===== src/rtl/mem_lsu.sv =====
// mem_lsu: memory stage between execute and write-back.
//
// Decodes the EX-stage operation. Non-memory ops pass to a registered
// write-back triple one cycle later. Loads and stores use a bus that
// allows one outstanding request and completes it with an ack.
// The pipeline stalls while that access is pending.
//
// Ports
//   clk, rst          clock, asynchronous active-high reset
//   ex_*_i            EX result, destination, opcode, address, store operand
//   flush_i           squash the current or pending operation
//   stallreq_o        combinational stall request to upstream stages
//   wdata_o/wd_o/wreg_o  registered write-back triple
//   misalign_o        one-cycle pulse: misaligned access rejected
//   bus_err_o         one-cycle pulse: bus access aborted on timeout
//   mem_*_o / mem_*_i data bus (req/ack, word address, big-endian lanes)
module mem_lsu #(
    parameter int TIMEOUT_CYCLES = 255
) (
    input  logic        clk,
    input  logic        rst,
    input  logic [31:0] ex_wdata_i,
    input  logic [4:0]  ex_wd_i,
    input  logic        ex_wreg_i,
    input  logic [7:0]  ex_aluop_i,
    input  logic [31:0] ex_mem_addr_i,
    input  logic [31:0] ex_reg2_i,
    input  logic        flush_i,
    output logic        stallreq_o,
    output logic [31:0] wdata_o,
    output logic [4:0]  wd_o,
    output logic        wreg_o,
    output logic        misalign_o,
    output logic        bus_err_o,
    output logic        mem_req_o,
    output logic        mem_we_o,
    output logic [31:0] mem_addr_o,
    output logic [3:0]  mem_sel_o,
    output logic [31:0] mem_wdata_o,
    input  logic [31:0] mem_rdata_i,
    input  logic        mem_ack_i
);

    localparam int CNT_W = (TIMEOUT_CYCLES > 1) ? $clog2(TIMEOUT_CYCLES) : 1;
    localparam logic [CNT_W-1:0] CNT_LAST = CNT_W'(TIMEOUT_CYCLES - 1);

    localparam logic [0:0] S_IDLE = 1'b0;
    localparam logic [0:0] S_BUS  = 1'b1;

    localparam logic [1:0] SZ_B = 2'd0;
    localparam logic [1:0] SZ_H = 2'd1;
    localparam logic [1:0] SZ_W = 2'd2;

    // Byte-lane enables, big-endian: byte address 0 sits on bits [31:24].
    function automatic logic [3:0] lane_sel(input logic [1:0] size, input logic [1:0] a);
        case (size)
            SZ_B:    lane_sel = 4'b1000 >> a;
            SZ_H:    lane_sel = a[1] ? 4'b0011 : 4'b1100;
            default: lane_sel = 4'b1111;
        endcase
    endfunction

    // Store operand replicated across all lanes so any lane select picks it up.
    function automatic logic [31:0] store_data(input logic [1:0] size, input logic [31:0] d);
        case (size)
            SZ_B:    store_data = {4{d[7:0]}};
            SZ_H:    store_data = {2{d[15:0]}};
            default: store_data = d;
        endcase
    endfunction

    function automatic logic [31:0] load_extract(input logic [1:0] size, input logic sext,
                                                 input logic [1:0] a, input logic [31:0] rd);
        logic signed [7:0]  b;
        logic signed [15:0] h;
        logic signed [31:0] bs;
        logic signed [31:0] hs;
        b  = rd[{~a, 3'b000} +: 8];
        h  = a[1] ? rd[15:0] : rd[31:16];
        bs = b;
        hs = h;
        case (size)
            SZ_B:    load_extract = sext ? bs : {24'b0, b};
            SZ_H:    load_extract = sext ? hs : {16'b0, h};
            default: load_extract = rd;
        endcase
    endfunction

    logic [0:0]       state_q, state_d;
    logic [CNT_W-1:0] cnt_q, cnt_d;
    logic             squash_q, squash_d;
    logic             req_q, req_d, we_q, we_d;
    logic [31:0]      addr_q, addr_d, mwdata_q, mwdata_d;
    logic [3:0]       sel_q, sel_d;
    logic [31:0]      wdata_q, wdata_d;
    logic [4:0]       wd_q, wd_d;
    logic             wreg_q, wreg_d, mis_q, mis_d, err_q, err_d;

    logic       is_mem, is_load, is_sext, misaligned, timeout_hit;
    logic [1:0] size;

    always_comb begin
        is_mem  = 1'b1;
        is_load = 1'b0;
        is_sext = 1'b0;
        size    = SZ_W;
        case (ex_aluop_i)
            8'hE0: begin is_load = 1'b1; is_sext = 1'b1; size = SZ_B; end
            8'hE4: begin is_load = 1'b1; size = SZ_B; end
            8'hE1: begin is_load = 1'b1; is_sext = 1'b1; size = SZ_H; end
            8'hE5: begin is_load = 1'b1; size = SZ_H; end
            8'hE3: begin is_load = 1'b1; size = SZ_W; end
            8'hE8: size = SZ_B;
            8'hE9: size = SZ_H;
            8'hEB: size = SZ_W;
            default: is_mem = 1'b0;
        endcase
        misaligned = ((size == SZ_H) && ex_mem_addr_i[0]) ||
                     ((size == SZ_W) && (ex_mem_addr_i[1:0] != 2'b00));
    end

    // Abort fires only when the last allowed cycle passes without an ack.
    assign timeout_hit = (state_q == S_BUS) && !mem_ack_i && (cnt_q == CNT_LAST);

    always_comb begin
        if (state_q == S_IDLE)
            stallreq_o = is_mem && !misaligned && !flush_i;
        else
            stallreq_o = !mem_ack_i && !timeout_hit;
    end

    always_comb begin
        state_d  = state_q;
        cnt_d    = cnt_q;
        squash_d = squash_q;
        req_d    = req_q;
        we_d     = we_q;
        addr_d   = addr_q;
        sel_d    = sel_q;
        mwdata_d = mwdata_q;
        wdata_d  = wdata_q;
        wd_d     = wd_q;
        wreg_d   = wreg_q;
        mis_d    = 1'b0;
        err_d    = 1'b0;
        if (state_q == S_IDLE) begin
            wdata_d = ex_wdata_i;
            wd_d    = ex_wd_i;
            if (flush_i) begin
                wreg_d = 1'b0;
            end else if (!is_mem) begin
                wreg_d = ex_wreg_i;
            end else if (misaligned) begin
                wreg_d = 1'b0;
                mis_d  = 1'b1;
            end else begin
                req_d    = 1'b1;
                we_d     = !is_load;
                addr_d   = {ex_mem_addr_i[31:2], 2'b00};
                sel_d    = lane_sel(size, ex_mem_addr_i[1:0]);
                mwdata_d = store_data(size, ex_reg2_i);
                wreg_d   = 1'b0;
                cnt_d    = '0;
                state_d  = S_BUS;
            end
        end else begin
            if (flush_i)
                squash_d = 1'b1;
            // Upstream holds ex_* stable while stalled, so they still describe
            // the in-flight op on the ack cycle.
            if (mem_ack_i) begin
                req_d    = 1'b0;
                state_d  = S_IDLE;
                squash_d = 1'b0;
                wd_d     = ex_wd_i;
                wdata_d  = is_load ? load_extract(size, is_sext, ex_mem_addr_i[1:0], mem_rdata_i)
                                   : ex_wdata_i;
                wreg_d   = ex_wreg_i && !squash_q && !flush_i;
            end else if (timeout_hit) begin
                req_d    = 1'b0;
                state_d  = S_IDLE;
                squash_d = 1'b0;
                wreg_d   = 1'b0;
                err_d    = 1'b1;
            end else begin
                cnt_d = cnt_q + CNT_W'(1);
            end
        end
    end

    always_ff @(posedge clk or posedge rst) begin
        if (rst) begin
            state_q  <= S_IDLE;
            cnt_q    <= '0;
            squash_q <= 1'b0;
            req_q    <= 1'b0;
            we_q     <= 1'b0;
            addr_q   <= '0;
            sel_q    <= '0;
            mwdata_q <= '0;
            wdata_q  <= '0;
            wd_q     <= '0;
            wreg_q   <= 1'b0;
            mis_q    <= 1'b0;
            err_q    <= 1'b0;
        end else begin
            state_q  <= state_d;
            cnt_q    <= cnt_d;
            squash_q <= squash_d;
            req_q    <= req_d;
            we_q     <= we_d;
            addr_q   <= addr_d;
            sel_q    <= sel_d;
            mwdata_q <= mwdata_d;
            wdata_q  <= wdata_d;
            wd_q     <= wd_d;
            wreg_q   <= wreg_d;
            mis_q    <= mis_d;
            err_q    <= err_d;
        end
    end

    assign wdata_o     = wdata_q;
    assign wd_o        = wd_q;
    assign wreg_o      = wreg_q;
    assign misalign_o  = mis_q;
    assign bus_err_o   = err_q;
    assign mem_req_o   = req_q;
    assign mem_we_o    = we_q;
    assign mem_addr_o  = addr_q;
    assign mem_sel_o   = sel_q;
    assign mem_wdata_o = mwdata_q;

endmodule

===== config.mk =====
export PLATFORM = sky130hd
export DESIGN_NAME = mem_lsu
export DESIGN_NICKNAME = d
export VERILOG_FILES = /design/src/rtl/mem_lsu.sv
export SDC_FILE = /design/constraint.sdc
export NUM_CORES = 1
export LEC_CHECK = 0
export CORE_UTILIZATION = 25
export CTS_BUF_LIST = sky130_fd_sc_hd__clkbuf_8
export DETAILED_ROUTE_END_ITERATION = 12
export PLACE_DENSITY = 0.65
export RECOVER_POWER = 25
export SLEW_MARGIN = 40
export SYNTH_ARGS = -nofsm -noshare
export SYNTH_HDL_FRONTEND = slang
export SYNTH_SLANG_ARGS = --single-unit

===== constraint.sdc =====
create_clock -name clk -period 3.5 [get_ports clk]
set_clock_uncertainty 0.15 [all_clocks]
set_input_delay 0.35 -clock clk [delete_from_list [all_inputs] [get_ports clk]]
set_output_delay 0.35 -clock clk [all_outputs]
set_load 0.05 [all_outputs]

==> flow_summary.yaml <==
synthesis:
  ys_types: 62
  synth.avg_cell_area_um2: 11.0
  ys_seq_elements: 118
  ys_seq_area_share_pct: 48.6
  ys_warn_count: 0
  synthesis.area_mm2: 0.00608
  synth_cells: 554
  async_flop_share_pct: 100
  synth_edf_count: 0
  ys.flop_type: "dfrtp_1"
floorplanning:
  core_area_mm2: 0.0237
  die_h_um: 158
  placementRows: 56
  dieArea_mm2: 0.0249
  start_util_pct: 25.7
  ios: 257
  die_width_um: 158
grt:
  antenna_found_initial: 0
  grt_util_all_layers_pct: 17.1
  grt_pass1_vias: 5608
  grt_pass1_wl_um: 31900
  grt_overflow: 0
  grt_max_degree: 54
critical_path:
  cpLargestDelayFamily: "flip-flops"
  cp-start-kind: "register"
  rrSetupSlack_ns: 1.06
  cp_max_fo: 14
  critPathRequiredTime_ns: 3.00
  path_class: "register to primary output"
  r2r-start: "state_q"
  reg2reg_depth: 5
  endpoint_kind: "primary output"
  max_stage_delay_ns: 0.57
  crit_slowest_cell: "dfrtp_1"
  worstPathArrival_ns: 2.13
  r2r-end: "mem_wdata_o[7]"
  worstPathCellList: "nor2_1 > nand4_2 > o21ai_0 > buf_4 > buf_12"
  crit_buf_inv: 2
clock_network:
  cts_tree: "yes"
  cts_inserted_buffers: 17
  cts_sinks: 118
  cts_setup_buffers: 0
  h-tree-depth: 4
  cts_root_buffer: "clkbuf_8"
  post_cts_resized: 0
  cts_hold_buf: 0
  clk_latency_ns: 0.44
  clk_pin_slew_ns: 0.08
  max-clock-path-buffers: 2
layout:
  multi_input_area_mm2: 0.00279
  register_area_mm2: 0.00295
  drive_gt1_share_pct: 18.6
  final-instance-count-excl-fill: 1142
  area_delta_synth_final_pct: 54.8
  final_area_mm2: 0.00941
  final_common_cell: "clkdlybuf4s50_1"
  n_antenna_cell: 0
  final_cell_mix: "clkdlybuf4s50_1, dfrtp_1, mux2_2, nand2_1, inv_1"
  final_nets: 958
  nFillCells: 2397
placement:
  post_dp_cell_area_mm2: 0.00908
  io_buffers: 254
  gp_congestion: 0.826
  dp_cells: 1110
  dp_hpwl_um: 15400
drt:
  route.final.wire_length_um: 20800
  route.met3.wl_um: 2050
  drt_first_pass_iters: 4
  routedWlPerCell_um: 18.2
  antenna_left: 0
  vias: 5433
  vias_per_cell: 4.76
  drc: 0
  dr_wl_met2_um: 9700
  top_layer: "met4"
  met1_length_um: 8630
  initialDrtViolationCount: 347
status:
  outcome: "finished clean"
sta:
  finalHoldViolCount: 0
  finalSetupTns_ns: 0
  fin_crit_sh_pct: 75.0
  grt_setup_unrepaired: "false"
  fin_crit_ns: 2.63
  maxSlewViolCount: 0
  setup_viol: 0
  tightestPinTransition_ns: 1.32
  timing.fmax_mhz: 381
  maxSlewHeadroom_pct: 12.1
power:
  irDropWorstVdd_mv: 0.365
  powerDensity_mw_per_mm2: 425
  p_leak_nw: 4.03
min_path:
  worstHoldPathType: "primary input to async pin"
run:
  drv_cap: 0
Yosys cell counts, drive strengths merged (8+ instances only):
master | count | area (um^2)
dfrtp | 118 | 2950
nand4 | 8 | 56.3
nand2 | 46 | 173
o21ai | 31 | 155
a221oi | 24 | 210
nor2 | 34 | 130
and3 | 8 | 50.1
inv | 36 | 135
mux2 | 86 | 968
a21oi | 8 | 40.0
buf | 24 | 149
mux2i | 10 | 100
clkbuf | 19 | 72.6
cell families after synthesis:
logic type      synth area share [%]
mux                             17.9
simple gates                    11.2
xor+xnor                       0.288
compound gates                  15.7
other cells                   0.0617
flops                           48.6
buf+inv                         5.87
fa+ha+maj                      0.412
worst max path at each step:
| stage | start | end | slack (ns) | cells past startpoint |
|---|---|---|---|---|
| 2_1_floorplan | ex_aluop_i[4] | cnt_q[1] | 0.55 | 5 |
| 3_3_place_gp | ex_aluop_i[4] | wdata_o[18] | 0.59 | 6 |
| 3_5_place_dp | ex_aluop_i[1] | mem_wdata_o[9] | 0.62 | 6 |
| 4_1_cts | state_q | stallreq_o | 0.80 | 5 |
| 5_1_grt | cnt_q[0] | stallreq_o | 0.69 | 8 |
| 6_report | state_q | stallreq_o | 0.87 | 5 |
registers in the layout (all words and copies together) (netlist names):
name         count
mem_addr_o      30
misalign_o       1
squash_q         1
wdata_o         32
bus_err_o        1
cnt_q            8
state_q          1
mem_sel_o        4
mem_wdata_o     32
mem_we_o         1
wreg_o           1
wd_o             5
mem_req_o        1
power breakdown:
part | switching, mW | internal (mW) | total (mW)
combinational | 0.709 | 0.487 | 1.20
clock | 0.660 | 0.578 | 1.24
sequential | 0.0735 | 1.49 | 1.57
per-stage QoR:
stage / hold slack [ns] / total power, mW / setup WS (ns) / utilization (%)
after floorplan: 0.313 / 2.27 / 0.552 / -
after global placement: 0.303 / 2.79 / 0.588 / 38.2
after detailed placement: 0.305 / 2.80 / 0.615 / 38.3
after CTS: 0.100 / 4.08 / 0.800 / 39.9
after global routing: 0.269 / 4.21 / 0.691 / 39.7
final: 0.289 / 4.00 / 0.875 / 39.7
worst reg2reg max path: stages, from the launching register on:
cell,delay [ns]
dfrtp_1,0.57
nor2_1,0.23
nand4_2,0.27
nor2_4,0.47
buf_12,0.27
mux2_2,0.38
per-layer routing:
layer	GRT usage [%]	up-vias
li1	-	2553
met1	20.7	2607
met2	28.2	249
met3	6.24	24
met4	5.13	0
met5	0	-
final cells by class:
class,instances,area share [%]
Clock inverter,15,1.54
Tap cell,319,4.24
Timing Repair Buffer,279,29.2
Inverter,36,1.45
Clock buffer,17,2.49
Sequential cell,118,31.4
Multi-Input combinational cell,358,29.7
(Power assumes the default switching activity.)
